[config.mk]
export PLATFORM = sky130hd
export DESIGN_NAME = turf_rdwr_ctrl
export DESIGN_NICKNAME = d
export VERILOG_FILES = /design/src/rtl/turf_rdwr_pkg.sv /design/src/rtl/turf_rdwr_acc.sv /design/src/rtl/turf_rdwr_ctrl.sv
export SDC_FILE = /design/constraint.sdc
export NUM_CORES = 1
export LEC_CHECK = 0
export CELL_PAD_IN_SITES_DETAIL_PLACEMENT = 2
export CELL_PAD_IN_SITES_GLOBAL_PLACEMENT = 2
export CORE_ASPECT_RATIO = 0.5
export CORE_MARGIN = 1
export CORE_UTILIZATION = 31
export CTS_CLUSTER_DIAMETER = 50
export DETAILED_ROUTE_END_ITERATION = 7
export GPL_ROUTABILITY_DRIVEN = 1
export PLACE_DENSITY = 0.88
export SKIP_CTS_REPAIR_TIMING = 1
export SLEW_MARGIN = 0
export SYNTH_ARGS = -nofsm -noshare
export SYNTH_HDL_FRONTEND = slang
export SYNTH_SLANG_ARGS = --single-unit
[constraint.sdc]
create_clock -name aclk -period 2.3 [get_ports aclk]
set_input_delay 0.46 -clock aclk [delete_from_list [all_inputs] [get_ports aclk]]
set_output_delay 0.46 -clock aclk [all_outputs]
set_load 0.02 [all_outputs]
[src/rtl/turf_rdwr_pkg.sv]
// Shared types and field positions for the UDP read/write control sequencer.
package turf_rdwr_pkg;

  typedef enum logic [2:0] {
    IDLE  = 3'd0,
    DROP  = 3'd1,
    HDR   = 3'd2,
    FETCH = 3'd3,
    ACC   = 3'd4,
    OUT   = 3'd5
  } state_t;

  // Bit positions inside s_axis_tuser
  localparam int TU_READ = 0;
  localparam int TU_HDR  = 1;
  localparam int TU_LO   = 2;
  localparam int TU_HI   = 3;

  localparam int ADDR_W      = 28;
  localparam int DATA_W      = 32;
  localparam int PL_ADDR_LSB = 0;
  localparam int PL_DATA_LSB = 32;

  function automatic logic [63:0] pack_payload(input logic [DATA_W-1:0] data,
                                               input logic [ADDR_W-1:0] addr);
    logic [63:0] word;
    word = '0;
    word[PL_DATA_LSB +: DATA_W] = data;
    word[PL_ADDR_LSB +: ADDR_W] = addr;
    return word;
  endfunction

endpackage

[src/rtl/turf_rdwr_acc.sv]
// Single-access engine for the en/wr/ack bus: holds the request until ack or
// until the ack timeout expires, then pulses done with the captured data.
module turf_rdwr_acc
  import turf_rdwr_pkg::*;
#(
  parameter int          ACK_TIMEOUT  = 255,
  parameter logic [31:0] TIMEOUT_DATA = 32'hFFFFFFFF
) (
  input  logic              aclk,
  input  logic              aresetn,
  input  logic              start,
  input  logic              wr,
  input  logic [ADDR_W-1:0] adr,
  input  logic [DATA_W-1:0] dat,
  input  logic              ack_i,
  input  logic [DATA_W-1:0] dat_i,
  output logic              en_o,
  output logic              wr_o,
  output logic [ADDR_W-1:0] adr_o,
  output logic [DATA_W-1:0] dat_o,
  output logic              done,
  output logic              timed_out,
  output logic [DATA_W-1:0] rd_data
);

  localparam int CNT_W = (ACK_TIMEOUT > 1) ? $clog2(ACK_TIMEOUT) : 1;

  logic              en_reg;
  logic              wr_reg;
  logic [ADDR_W-1:0] adr_reg;
  logic [DATA_W-1:0] dat_reg;
  logic [CNT_W-1:0]  cnt_reg;
  logic              done_reg;
  logic              tmo_reg;
  logic [DATA_W-1:0] rd_data_reg;

  // en_reg is high for at most ACK_TIMEOUT cycles; ack is only honoured while it is high
  always_ff @(posedge aclk or negedge aresetn) begin
    if (!aresetn) begin
      en_reg      <= 1'b0;
      wr_reg      <= 1'b0;
      adr_reg     <= '0;
      dat_reg     <= '0;
      cnt_reg     <= '0;
      done_reg    <= 1'b0;
      tmo_reg     <= 1'b0;
      rd_data_reg <= '0;
    end else begin
      done_reg <= 1'b0;
      tmo_reg  <= 1'b0;
      if (start) begin
        en_reg  <= 1'b1;
        wr_reg  <= wr;
        adr_reg <= adr;
        dat_reg <= dat;
        cnt_reg <= '0;
      end else if (en_reg) begin
        if (ack_i) begin
          en_reg      <= 1'b0;
          done_reg    <= 1'b1;
          rd_data_reg <= dat_i;
        end else if (cnt_reg == CNT_W'(ACK_TIMEOUT - 1)) begin
          en_reg      <= 1'b0;
          done_reg    <= 1'b1;
          tmo_reg     <= 1'b1;
          rd_data_reg <= TIMEOUT_DATA;
        end else begin
          cnt_reg <= cnt_reg + 1'b1;
        end
      end
    end
  end

  assign en_o      = en_reg;
  assign wr_o      = wr_reg;
  assign adr_o     = adr_reg;
  assign dat_o     = dat_reg;
  assign done      = done_reg;
  assign timed_out = tmo_reg;
  assign rd_data   = rd_data_reg;

endmodule

[src/rtl/turf_rdwr_ctrl.sv]
// Control-port sequencer: turns merged header/payload request words into single
// bus accesses and emits a response header plus one payload word per access.
module turf_rdwr_ctrl
  import turf_rdwr_pkg::*;
#(
  parameter int          ACK_TIMEOUT  = 255,
  parameter logic [31:0] TIMEOUT_DATA = 32'hFFFFFFFF
) (
  input  logic              aclk,
  input  logic              aresetn,
  input  logic [63:0]       s_axis_tdata,
  input  logic              s_axis_tvalid,
  output logic              s_axis_tready,
  input  logic [3:0]        s_axis_tuser,
  input  logic              s_axis_tlast,
  output logic [63:0]       m_hdr_tdata,
  output logic              m_hdr_tvalid,
  input  logic              m_hdr_tready,
  output logic              m_hdr_tuser,
  output logic [63:0]       m_payload_tdata,
  output logic              m_payload_tvalid,
  input  logic              m_payload_tready,
  output logic [7:0]        m_payload_tkeep,
  output logic              m_payload_tlast,
  output logic              en_o,
  output logic              wr_o,
  input  logic              ack_i,
  output logic [ADDR_W-1:0] adr_o,
  input  logic [DATA_W-1:0] dat_i,
  output logic [DATA_W-1:0] dat_o,
  output logic [15:0]       timeout_count_o
);

  state_t state_reg, state_next;

  logic [31:0]       ip_reg;
  logic [15:0]       port_reg;
  logic [15:0]       len_reg;
  logic              rd_reg;
  logic              hdr_last_reg;
  logic [ADDR_W-1:0] hi_adr_reg;
  logic              hi_pend_reg;
  logic              word_last_reg;
  logic [63:0]       pl_data_reg;
  logic              pl_last_reg;
  logic [15:0]       tmo_cnt_reg;

  logic              ready_int;
  logic              fetch_go;
  logic              acc_start;
  logic [ADDR_W-1:0] acc_adr;
  logic              acc_done;
  logic              acc_tmo;
  logic [DATA_W-1:0] acc_rd_data;
  logic              unused_bits;

  // Writes need the full word (address + data); reads need at least one half
  assign fetch_go = rd_reg ? (s_axis_tuser[TU_LO] | s_axis_tuser[TU_HI])
                           : (s_axis_tuser[TU_LO] & s_axis_tuser[TU_HI]);

  assign acc_adr = (state_reg != FETCH)              ? hi_adr_reg :
                   (rd_reg && !s_axis_tuser[TU_LO])  ? s_axis_tdata[32 +: ADDR_W] :
                                                       s_axis_tdata[0 +: ADDR_W];

  always_ff @(posedge aclk or negedge aresetn) begin
    if (!aresetn) state_reg <= IDLE;
    else          state_reg <= state_next;
  end

  always_comb begin
    state_next = state_reg;
    ready_int  = 1'b0;
    acc_start  = 1'b0;
    case (state_reg)
      IDLE: begin
        ready_int = 1'b1;
        if (s_axis_tvalid) begin
          if (s_axis_tuser[TU_HDR]) state_next = HDR;
          else if (!s_axis_tlast)   state_next = DROP;
        end
      end
      DROP: begin
        ready_int = 1'b1;
        if (s_axis_tvalid && s_axis_tlast) state_next = IDLE;
      end
      HDR: begin
        if (m_hdr_tready) state_next = hdr_last_reg ? IDLE : FETCH;
      end
      FETCH: begin
        ready_int = 1'b1;
        if (s_axis_tvalid) begin
          if (fetch_go) begin
            state_next = ACC;
            acc_start  = 1'b1;
          end else if (s_axis_tlast) begin
            state_next = IDLE;
          end
        end
      end
      ACC: begin
        if (acc_done) state_next = OUT;
      end
      OUT: begin
        if (m_payload_tready) begin
          if (hi_pend_reg) begin
            state_next = ACC;
            acc_start  = 1'b1;
          end else if (word_last_reg) begin
            state_next = IDLE;
          end else begin
            state_next = FETCH;
          end
        end
      end
      default: state_next = IDLE;
    endcase
  end

  always_ff @(posedge aclk or negedge aresetn) begin
    if (!aresetn) begin
      ip_reg        <= '0;
      port_reg      <= '0;
      len_reg       <= '0;
      rd_reg        <= 1'b0;
      hdr_last_reg  <= 1'b0;
      hi_adr_reg    <= '0;
      hi_pend_reg   <= 1'b0;
      word_last_reg <= 1'b0;
      pl_data_reg   <= '0;
      pl_last_reg   <= 1'b0;
      tmo_cnt_reg   <= '0;
    end else begin
      if (state_reg == IDLE && s_axis_tvalid && s_axis_tuser[TU_HDR]) begin
        ip_reg       <= s_axis_tdata[63:32];
        port_reg     <= s_axis_tdata[31:16];
        rd_reg       <= s_axis_tuser[TU_READ];
        // Each read returns two 32-bit response words per requested word
        len_reg      <= s_axis_tuser[TU_READ] ? {s_axis_tdata[14:0], 1'b0}
                                              : s_axis_tdata[15:0];
        hdr_last_reg <= s_axis_tlast;
      end
      if (state_reg == FETCH && s_axis_tvalid && fetch_go) begin
        hi_adr_reg    <= s_axis_tdata[32 +: ADDR_W];
        hi_pend_reg   <= rd_reg & s_axis_tuser[TU_LO] & s_axis_tuser[TU_HI];
        word_last_reg <= s_axis_tlast;
      end
      if (state_reg == ACC && acc_done) begin
        pl_data_reg <= pack_payload(rd_reg ? acc_rd_data : dat_o, adr_o);
        pl_last_reg <= word_last_reg & ~hi_pend_reg;
        if (acc_tmo && tmo_cnt_reg != 16'hFFFF) tmo_cnt_reg <= tmo_cnt_reg + 16'd1;
      end
      if (state_reg == OUT && m_payload_tready && hi_pend_reg) hi_pend_reg <= 1'b0;
    end
  end

  turf_rdwr_acc #(
    .ACK_TIMEOUT  (ACK_TIMEOUT),
    .TIMEOUT_DATA (TIMEOUT_DATA)
  ) u_acc (
    .aclk      (aclk),
    .aresetn   (aresetn),
    .start     (acc_start),
    .wr        (~rd_reg),
    .adr       (acc_adr),
    .dat       (s_axis_tdata[63:32]),
    .ack_i     (ack_i),
    .dat_i     (dat_i),
    .en_o      (en_o),
    .wr_o      (wr_o),
    .adr_o     (adr_o),
    .dat_o     (dat_o),
    .done      (acc_done),
    .timed_out (acc_tmo),
    .rd_data   (acc_rd_data)
  );

  assign s_axis_tready    = ready_int & aresetn;
  assign m_hdr_tvalid     = (state_reg == HDR);
  assign m_hdr_tdata      = {ip_reg, port_reg, len_reg};
  assign m_hdr_tuser      = rd_reg;
  assign m_payload_tvalid = (state_reg == OUT);
  assign m_payload_tdata  = pl_data_reg;
  assign m_payload_tlast  = pl_last_reg;
  assign timeout_count_o  = tmo_cnt_reg;

  genvar gi;
  generate
    for (gi = 0; gi < 8; gi++) begin : g_keep
      assign m_payload_tkeep[gi] = 1'b1;
    end
  endgenerate

  assign unused_bits = &{1'b0, s_axis_tdata[31:28]};

endmodule

# Word level (Yosys, flattened, before mapping)
# Cells that the tools add are included.
[classes]
n_bitwise = 9
mux = 44
n_eq_ne = 18
n_addsub = 2
n_reduce_logical = 20
[ops]
columns = ["operator", "n"]
rows = [
  ["2-to-1 mux 32 bit", 3],
  ["2-to-1 mux 28 bit", 2],
  ["2-to-1 mux 3 bit", 11],
  ["2-to-1 mux 8 bit", 4],
  ["2-to-1 mux 1 bit", 19],
  ["one-hot mux 3 bit (6 select lines)", 1],
  ["adder 16 x 1 -> 16 bit (second input constant)", 1],
  ["2-to-1 mux 16 bit", 1],
  ["inequality test 16 bit (second input constant)", 1],
  ["logical AND 1 bit", 10],
  ["adder 8 x 1 -> 8 bit (second input constant)", 1],
  ["== test 8 bit (second input constant)", 1],
  ["inequality test 2 x 1 -> 1 bit (second input constant)", 4],
  ["inequality test 2 bit (second input constant)", 4],
  ["AND reduction 8 bit", 1],
  ["== test 3 x 2 -> 1 bit (second input constant)", 2],
  ["== test 3 bit (second input constant)", 2],
  ["inequality test 3 bit (second input constant)", 2],
  ["AND reduction 3 bit", 2],
  ["nonzero test 2 bit", 3],
  ["bitwise AND 1 bit", 5],
  ["2-to-1 mux 2 bit", 2],
  ["== test 3 x 1 -> 1 bit (second input constant)", 1],
  ["logical NOT 3 bit", 1],
  ["other kinds (7)", 9],
]
[totals]
output_inout_bits = 219
elab_cells = 113
register_bits = 280
inputBits = 107

# Depth between registers and ports, before layout
# Gate-level depths: netlist of run 1.
[logic_depth]
word_depth = 7
ltp_mapped = 8
mapped_depth_nobuf = 6

# Hierarchy
# From an unflattened synthesis of run 1, not the netlist that was laid out.
[unflattened]
hier_cells = 920
area_unflattened_um2 = 12097.9
[by_module_without_submodules]
columns = ["module", "instances", "area_each_um2", "seq_area_each_um2", "cells_each"]
rows = [
  ["turf_rdwr_ctrl", 1, 8140.3, 4404.2, 667],
  ["turf_rdwr_acc", 1, 3957.5, 2602.5, 253],
]

# Worst setup path after synthesis of run 1
# No wires, ideal clock.
[synth_timing]
path_kind = "register to register"
start = "register rd_reg (netlist: m_hdr_tuser)"
end = "register u_acc.rd_data_reg[10] (netlist: u_acc.rd_data[10])"
path_buffers = 3
arrival_ps = 1872
t_required_ps = 2235
stages_incl_launch_ff = 8
path_slack_ps = 363
synth_period_minus_slack_ps = 1937
path_cell_list = "dfrtp_1 buf_6 maj3_2 a22o_1 buf_6 nor3_4 buf_6 o22a_1"
[synth_via]
elab_chain_len = 6
[synth_rtl]
columns = ["element", "line", "rtl"]
rows = [
  ["from (decl)", "turf_rdwr_ctrl.sv:39", "logic rd_reg;"],
  ["from (signal assigned)", "turf_rdwr_ctrl.sv:136", "rd_reg <= s_axis_tuser[TU_READ];"],
  ["2-to-1 mux 1 bit", "turf_rdwr_ctrl.sv:58", "assign fetch_go = rd_reg ? (s_axis_tuser[TU_LO] | s_axis_tuser[TU_HI])"],
  ["2-to-1 mux 1 bit", "turf_rdwr_ctrl.sv:92", "if (fetch_go) begin"],
  ["2-to-1 mux 1 bit", "turf_rdwr_ctrl.sv:91", "if (s_axis_tvalid) begin"],
  ["one-hot mux 1 bit (2 select lines)", "turf_rdwr_ctrl.sv:74", "case (state_reg)"],
  ["NOT 1 bit (no source line)", "--", ""],
  ["AND reduction 3 bit (no source line)", "--", ""],
  ["to (signal assigned)", "turf_rdwr_acc.sv:61", "rd_data_reg <= dat_i;"],
  ["to (decl)", "turf_rdwr_acc.sv:35", "logic [DATA_W-1:0] rd_data_reg;"],
]
# No other way between the ends.
# A chain may end at the register's enable or synchronous reset.

# Worst setup path in the final report of run 1
[layout_timing]
start = "register u_acc.dat_reg[15] (netlist: u_acc.dat_o[15])"
end = "output port dat_o[15]"
[layout_lines]
columns = ["element", "line", "rtl"]
rows = [
  ["from (decl)", "turf_rdwr_acc.sv:31", "logic [DATA_W-1:0] dat_reg;"],
  ["from (signal assigned)", "turf_rdwr_acc.sv:55", "dat_reg <= dat;"],
  ["to (decl)", "turf_rdwr_ctrl.sv:30", "output logic [DATA_W-1:0] dat_o,"],
]
# No word-level cell between the ends.

==> flow_summary.json, run 1 <==
{
  "timing.critical_path.slowest_cell_delay_ns": 0.72,
  "drv_slew": 0,
  "run_status": "completed",
  "synthesis.yosys.warnings": 0,
  "post_route_fraction_of_the_period_consumed_by_the_critical_path_pct": 99.4,
  "netlist.area_leader.share_pct": 58.3,
  "endpoint_kind": "primary output",
  "power_density_mw_per_mm2": 1390,
  "syn2layout_area_growth_pct": 42.0,
  "worst_path_max_delay_cell": "clkdlybuf4s50_1",
  "dp_slack_ns": -0.0898,
  "yosys.cell_count.top_type": "dfrtp_1",
  "cp_num_buf_inv": 1,
  "setup_slack_ns": 0.0139,
  "synth_cell_types": 53,
  "synth_largest_area_cell": "dfrtp_1",
  "ys_ff_latch": 280,
  "cp.required_ns": 1.84,
  "tightestPinTransition_ns": 0.988,
  "hold_path.class": "in2reg",
  "worst-path-max-fanout": 3,
  "h-tree-depth": 1,
  "overflow_left_after_global_routing": 0,
  "worst_clock_skew_ns": 0.0241,
  "finalWorstPathRequiredPeriod_ns": 2.29,
  "rsz_0062_raised_after_global_routing": "yes",
  "setup.worst_path.start_class": "flip-flop",
  "yosys_most_used_dff": "dfrtp_1",
  "syn_inst": 1060,
  "rr_endpoint": "u_acc.rd_data[6]",
  "timing.hold.ws_ns": 0.469,
  "cp_cell_sequence": "clkdlybuf4s50_1",
  "numCtsBuffers": 31,
  "critical_path.startpoint": "u_acc.dat_o[15]",
  "mappedNetlistArea_mm2": 0.0120,
  "whs_path_depth": 2,
  "dieWidth_um": 280,
  "final.fill_count": 3754,
  "ys_top_cells_by_count": "280 x dfrtp_1, 271 x nand2_1, 109 x mux2_2",
  "final_stage_net_count": 1495,
  "vias_per_cell": 5.48,
  "drt_first_pass_iters": 5,
  "grt_use_total_pct": 30.5,
  "start_util_pct": 31.8,
  "tritoncts": "yes",
  "critPathArrivalTime_ns": 1.83,
  "first_global_vias": 12129,
  "place.detailed.hpwl_um": 37500,
  "yosys-top-cells-area": "dfrtp_1 58%, mux2_2 10%, nand2_1 8.5%",
  "clock_pin_transition_on_the_worst_setup_and_hold_timing_paths_ns": 0.07,
  "drc": 0,
  "timing.fmax_ghz": 0.437,
  "cts_num_sinks": 280,
  "largest_reg_flops": 60,
  "first_iter_violations": 638,
  "clock_insertion_delay_worst_skew_ns": 0.59,
  "die-height_um": 141,
  "boundaryPins": 326,
  "worst_hold_startpoint": "dat_i[12]",
  "route.final.wire_length_um": 60800,
  "core.rowCount": 50,
  "place.gp.congestion": 0.821,
  "async_flop_share_pct": 100,
  "deepest_clock_path_buffer_count": 3,
  "drt.antenna.violating_nets": 0,
  "wl_per_cell_um": 31.4,
  "post_placement_cell_count": 1871,
  "finalHoldViolCount": 0,
  "rr_worst_depth": 7,
  "grt_first_pass_wirelength_um": 89000,
  "antenna_found_initial": 9,
  "vias": 10617,
  "ys_seq_area_share_pct": 58.3,
  "grt_max_degree": 115,
  "hold-path-endpoint": "u_acc.rd_data[12]",
  "coreArea_mm2": 0.0378,
  "layoutNonFillerInstCount": 1936,
  "synth-edff-count": 0,
  "root_buffer": "clkbuf_16",
  "design.die.area_mm2": 0.0396,
  "worst_r2r_startpoint": "u_acc.cnt_reg[0]",
  "critical_path_class": "reg2out",
  "power.leakage_nw": 7.64,
  "maximum_vdd_ir_drop_v": 0.000652,
  "timing.slew.headroom_pct": 34.2,
  "largest_delay_share_family_worst_path": "buffers and inverters",
  "synthesis.area_per_instance_um2": 11.3,
  "max_cap_violations": 0,
  "placement.io_buffers": 313,
  "final-setup-viol-count": 0,
  "post_route_cells_drive_above_1_share_pct": 15.9,
  "fin_total_pwr_mw": 23.8,
  "setup.reg_to_reg.worst_slack_ns": 0.03
}
placed cells by master, fill, tap and decap left out, types with 4 or more instances in the layout:
cell type,netlist,layout
mux2i_1,77,77
clkinv_4,0,4
clkbuf_16,0,31
o21ai_0,81,81
buf_4,12,33
clkdlybuf4s50_1,0,307
and3_1,5,5
inv_1,9,9
a21oi_1,5,5
o22a_1,32,32
xnor2_1,6,6
a211oi_1,7,7
dlymetal6s2s_1,0,4
a2111oi_0,6,5
nand2b_1,10,10
nand3_1,9,8
nor3_1,6,6
nand4_1,6,6
conb_1,2,12
mux2_2,109,109
xor2_1,9,9
clkinv_2,0,7
nor2_1,12,12
diode_2,0,7
dfrtp_1,280,277
clkbuf_8,0,5
buf_12,0,10
nand2_1,271,271
how the worst max path moves through the flow:
stage,slack [ns],end,cells after the start
floorplan,0.36,u_acc.rd_data[10],7
global placement,0.05,u_acc.adr_o[26],5
detailed placement,-0.09,u_acc.rd_data[9],6
CTS,-0.49,s_axis_tready,3
global route,-0.01,s_axis_tready,3
finish,0.01,dat_o[15],1
cells by family after synthesis:
family,count (synthesis),share of synthesized area (%)
xor+xnor,15,1.09
compound gates,148,7.94
fa+ha+maj,4,0.406
mux,186,16.6
flops,280,58.3
simple gates,341,12.1
buf+inv,84,3.50
other cells,2,0.0625
report_power, final:
part           switching (mW)  total, mW  internal, mW  leakage, nW
clock                    2.40       5.40          3.00        0.526
combinational            5.48       9.77          4.29         3.57
sequential               1.87       8.59          6.72         3.54
total                    9.75       23.8          14.0         7.64
final cells by class:
| cell class | instances | area, µm² | share of cell area [%] |
|---|---|---|---|
| diodes | 7 | 17.5 | 0.103 |
| clock buffers | 38 | 852 | 5.00 |
| clock inverters | 19 | 205 | 1.20 |
| inverters | 9 | 33.8 | 0.198 |
| multi-input cells | 706 | 4690 | 27.5 |
| flip-flops and latches | 280 | 7010 | 41.1 |
| well taps | 520 | 651 | 3.81 |
| repair buffers | 357 | 3600 | 21.1 |
through the flow:
stage	util (%)	instance area (µm²)	setup TNS, ns
after floorplan	-	12100	0
after global placement	42.2	15900	0
after detailed placement	42.2	15900	-2.42
after CTS	45.0	17000	-1.15
after global routing	45.1	17100	-0.0112
final	45.1	17100	0
per-layer routing:
metal	global-route usage, %	vias to the layer above	wire, µm	part of all wire [%]
li1	-	4286	-	-
met4	17.0	0	3840	6.3
met2	54.1	422	31100	51
met1	35.0	5708	23200	38
met3	5.52	201	2620	4.3
met5	0	-	0	0
Note: power is estimated with default switching activity, not from simulation.
==> run 2: changes to the inputs <==
==> constraint.sdc (replaced) <==
create_clock -name aclk -period 2.3 [get_ports aclk]
set_input_delay 0.69 -clock aclk [delete_from_list [all_inputs] [get_ports aclk]]
set_output_delay 0.69 -clock aclk [all_outputs]
set_load 0.02 [all_outputs]
==> flow_summary.json, run 2 (same netlist as run 1, synthesis figures left out) <==
{
  "run_status": "finished, violations left",
  "violated_checks": "negative setup slack",
  "numCtsBuffers": 28,
  "grt_use_total_pct": 30.8,
  "worst-path-max-fanout": 31,
  "final_stage_net_count": 1515,
  "final_util_pct": 46.1,
  "timing.fmax_ghz": 0.420,
  "fin_area_mm2": 0.0174,
  "start_util_pct": 31.8,
  "max_cap_violations": 0,
  "syn2layout_area_growth_pct": 44.9,
  "post_placement_cell_count": 1895,
  "detailed_place.area_mm2": 0.0161,
  "wl_per_cell_um": 34.3,
  "worst_clock_skew_ns": 0.0232,
  "timing.critical_path.slowest_cell_delay_ns": 0.49,
  "vias_per_cell": 5.64,
  "clock_insertion_delay_worst_skew_ns": 0.59,
  "deepest_clock_path_buffer_count": 3,
  "root_buffer": "clkbuf_16",
  "drt_first_pass_iters": 5,
  "drv_slew": 0,
  "boundaryPins": 326,
  "setup.worst_path.start_class": "flip-flop",
  "cp_num_buf_inv": 3,
  "post_route_fraction_of_the_period_consumed_by_the_critical_path_pct": 103,
  "most_used_cells_in_the_layout_excluding_fill_and_tap_cells": "278 x dfrtp_1, 271 x nand2_1, 184 x clkdlybuf4s50_1",
  "critPathArrivalTime_ns": 2.79,
  "final.fill_count": 3709,
  "endpoint_kind": "flip-flop",
  "layoutNonFillerInstCount": 1957,
  "post_route_cells_drive_above_1_share_pct": 16.7,
  "setup_slack_ns": -0.0799,
  "place.detailed.hpwl_um": 38800,
  "clock_pin_transition_on_the_worst_setup_and_hold_timing_paths_ns": 0.07,
  "place.gp.congestion": 0.820,
  "largest_reg_flops": 60,
  "maximum_vdd_ir_drop_v": 0.000607,
  "worst_path_max_delay_cell": "mux2i_1",
  "tightestPinTransition_ns": 0.999,
  "hold_path.class": "in2async",
  "finalWorstPathRequiredPeriod_ns": 2.38,
  "largest_delay_share_family_worst_path": "buffers and inverters",
  "route.final.wire_length_um": 67200,
  "tritoncts": "yes",
  "setup-tns-final_ns": -0.416,
  "drt.antenna.violating_nets": 0,
  "cp_cell_sequence": "buf_4 -> and4b_1 -> buf_4 -> nand2_1 -> buf_12 -> mux2i_1 -> a21oi_1",
  "dieWidth_um": 280,
  "overflow_left_after_global_routing": 0,
  "power_density_mw_per_mm2": 1360,
  "critical_path_class": "reg2reg",
  "dp_slack_ns": -0.286,
  "antenna_found_initial": 10,
  "drc": 0,
  "finalHoldViolCount": 0,
  "first_global_vias": 12204,
  "cts_num_sinks": 280,
  "cp.required_ns": 2.71,
  "die-height_um": 141,
  "worst_path_most_repeated_cell": "buf_4",
  "grt_first_pass_wirelength_um": 89400,
  "core.rowCount": 50,
  "rsz_0062_raised_after_global_routing": "yes",
  "placement.io_buffers": 313,
  "vias": 11037,
  "power.leakage_nw": 9.45,
  "first_iter_violations": 809,
  "layout_commonest_cell": "dfrtp_1",
  "final-setup-viol-count": 16,
  "area.sequential_mm2": 0.00701,
  "multiInputGateArea_mm2": 0.00469,
  "h-tree-depth": 1,
  "design.die.area_mm2": 0.0396,
  "timing.slew.headroom_pct": 33.4,
  "grt_max_degree": 152,
  "coreArea_mm2": 0.0378
}
## run 2: cell types whose count changed in the layout (fill, tap and decap cells not counted), sizes merged
cell	before	now
dlygate4sd3	1	0
clkbuf	39	43
clkdlybuf4s50	307	184
diode	7	10
clkinv	11	8
dlymetal6s2s	4	125
buf	44	70
inv	13	9
bufinv	3	1
## run 2: power breakdown
group | total, mW | switching [mW] | internal (mW)
sequential | 8.66 | 1.95 | 6.72
clock | 4.96 | 2.33 | 2.63
combinational | 10.1 | 5.83 | 4.30
total | 23.7 | 10.1 | 13.6
## run 2: path summary, 6_finish.rpt
kind                       slack (ns)  cells past startpoint                start                   to
setup reg to reg                -0.08                      7         state_reg[0]          hi_pend_reg
hold / removal                   0.08                      2              aresetn   m_payload_tdata[6]
min in group aclk                0.49                      2  m_payload_tdata[12]  m_payload_tdata[12]
hold reg to reg                  0.49                      2  m_payload_tdata[12]  m_payload_tdata[12]
setup / recovery                -0.08                      7         state_reg[0]          hi_pend_reg
max in group asynchronous        1.01                      3              aresetn           ip_reg[19]
## run 2: routing by layer
layer  wire length [µm]  global-route usage [%]  vias up
li1                   -                       -     4302
met1              25000                    36.1     5896
met2              33900                    54.2      562
met3               3460                    4.84      275
met4               4840                    17.4        2
met5                  9                       0        -
## run 2: cell type report
cell class	instances	share of cell area (%)
clock buffer	42	4.79
clock inverter	10	0.489
antenna	10	0.144
inverter	9	0.194
timing repair buffer	380	23.4
multi-input combinational	706	26.9
sequential	280	40.3
tap	520	3.74
## run 2: metrics by stage
step,power [mW],hold WS [ns]
after CTS,23.3,0.0528
after global placement,16.7,0.460
final,23.7,0.0756
after floorplan,12.5,0.394
after detailed placement,17.8,0.472
after global routing,24.2,0.0545
## run 2: worst reg2reg max path: cells and delay by family, from the launching register on
family                 cells  cell delay [ns]
and+or+nand+nor            2             0.42
buffers and inverters      3             0.65
DFF                        1             0.46
muxes                      1             0.50
AOI/OAI and AO/OA          1             0.19
==> run 3: changes to the inputs <==
- HOLD_SLACK_MARGIN: not set -> 0.06
- MAX_ROUTING_LAYER: not set -> met4
==> flow_summary.json, run 3 (same netlist as run 1, synthesis figures left out) <==
{
  "first_iter_violations": 819,
  "drv_slew": 0,
  "setup.reg_to_reg.worst_slack_ns": -0.09,
  "overflow_left_after_global_routing": 0,
  "tritoncts": "yes",
  "wl_per_cell_um": 34.5,
  "placement.io_buffers": 313,
  "worst_r2r_startpoint": "u_acc.cnt_reg[0]",
  "drc": 0,
  "run_status": "finished, violations left",
  "h-tree-depth": 1,
  "final_stage_net_count": 1515,
  "grt_use_total_pct": 31.8,
  "layoutNonFillerInstCount": 1959,
  "timing.critical_path.slowest_cell_delay_ns": 0.58,
  "cts_num_sinks": 280,
  "dieWidth_um": 280,
  "critical_path_class": "reg2reg",
  "deepest_clock_path_buffer_count": 3,
  "power.leakage_nw": 9.42,
  "finalWorstPathRequiredPeriod_ns": 2.39,
  "critPathArrivalTime_ns": 2.83,
  "largest_reg_flops": 60,
  "core.rowCount": 50,
  "post_route_fraction_of_the_period_consumed_by_the_critical_path_pct": 104,
  "antenna_found_initial": 10,
  "drt_first_pass_iters": 5,
  "design.die.area_mm2": 0.0396,
  "start_util_pct": 31.8,
  "finalHoldViolCount": 0,
  "most_used_cells_in_the_layout_excluding_fill_and_tap_cells": "278 x dfrtp_1, 271 x nand2_1, 186 x clkdlybuf4s50_1",
  "root_buffer": "clkbuf_16",
  "syn2layout_area_growth_pct": 44.9,
  "place.detailed.hpwl_um": 38800,
  "power_density_mw_per_mm2": 1370,
  "vias": 10994,
  "setup_slack_ns": -0.0888,
  "rr_worst_depth": 7,
  "first_global_vias": 12155,
  "drt.antenna.violating_nets": 0,
  "worst_path_max_delay_cell": "a31oi_1",
  "place.gp.congestion": 0.832,
  "setup-tns-final_ns": -1.91,
  "final_util_pct": 46.1,
  "cp_cell_sequence": "inv_1 -> ha_1 -> and4_1 -> a31oi_1 -> nor3_4 -> buf_12 -> o22a_1",
  "die-height_um": 141,
  "post_placement_cell_count": 1895,
  "numCtsBuffers": 28,
  "post_route_cells_drive_above_1_share_pct": 16.7,
  "timing.fmax_ghz": 0.419,
  "clock_insertion_delay_worst_skew_ns": 0.58,
  "fin_total_pwr_mw": 23.8,
  "timing.slew.headroom_pct": 31.3,
  "setup.worst_path.start_class": "flip-flop",
  "tightestPinTransition_ns": 1.03,
  "maximum_vdd_ir_drop_v": 0.000712,
  "endpoint_kind": "flip-flop",
  "grt_first_pass_wirelength_um": 89400,
  "rsz_0062_raised_after_global_routing": "yes",
  "worst_clock_skew_ns": 0.0180,
  "timing.critical_path.to": "u_acc.rd_data[11]",
  "critical_path.startpoint": "u_acc.cnt_reg[0]",
  "boundaryPins": 326,
  "clock_pin_transition_on_the_worst_setup_and_hold_timing_paths_ns": 0.07,
  "max_cap_violations": 0,
  "coreArea_mm2": 0.0378,
  "layout_commonest_cell": "dfrtp_1",
  "final-setup-viol-count": 46,
  "route.final.wire_length_um": 67500,
  "vias_per_cell": 5.61,
  "worst-path-max-fanout": 24,
  "hold_path.class": "in2async",
  "grt_max_degree": 152,
  "rr_endpoint": "u_acc.rd_data[11]",
  "cp.required_ns": 2.74,
  "violated_checks": "negative setup slack"
}
run 3: changes by cell type in the layout (fill, tap and decap cells not counted):
cell / delta
clkdlybuf4s50_1: +2
diode_2: +2
dlymetal6s2s_1: -2
run 3: metrics by stage:
stage | cell area [µm²] | hold WS [ns] | setup WS, ns
floorplan | 12100 | 0.394 | 0.289
global placement | 16100 | 0.460 | -0.176
detailed placement | 16100 | 0.472 | -0.286
CTS | 17100 | 0.0528 | -0.587
global route | 17400 | 0.0565 | -0.210
finish | 17400 | 0.0593 | -0.0888
run 3: cell type report:
class	instances	area [µm²]
fillers	3748	20400
flip-flops and latches	280	7010
multi-input cells	706	4690
repair buffers	380	4080
clock buffers	42	835
well taps	520	651
clock inverters	10	85.1
inverters	9	33.8
diodes	12	30.0
run 3: worst min path at each step:
stage                        start             endpoint  depth (start not counted)
2_1_floorplan              aresetn         hdr_last_reg                          0
3_3_place_gp   m_payload_tdata[22]  m_payload_tdata[22]                          2
3_5_place_dp   m_payload_tdata[11]  m_payload_tdata[11]                          2
4_1_cts                    aresetn          len_reg[10]                          2
5_1_grt                    aresetn          len_reg[10]                          2
6_report                   aresetn   m_payload_tdata[6]                          2
run 3: metal layers:
metal	track usage [%]	vias up	wire length, µm
met4	16.5	0	4870
met2	54.6	555	33800
li1	-	4327	-
met3	4.47	296	3040
met5	-	-	0
met1	36.4	5816	25700
run 3: power by group:
group | switching [mW] | internal, mW | total, mW
registers | 1.94 | 6.72 | 8.65
logic | 5.87 | 4.30 | 10.2
clock network | 2.32 | 2.63 | 4.95
run 3: critical path, delay by kind of cell (launching register included):
family / cells / cell delay [ns]
AOI/OAI and AO/OA: 2 / 0.82
DFF: 1 / 0.45
and+or+nand+nor: 2 / 0.43
buffers and inverters: 2 / 0.31
adders and majority gates: 1 / 0.23
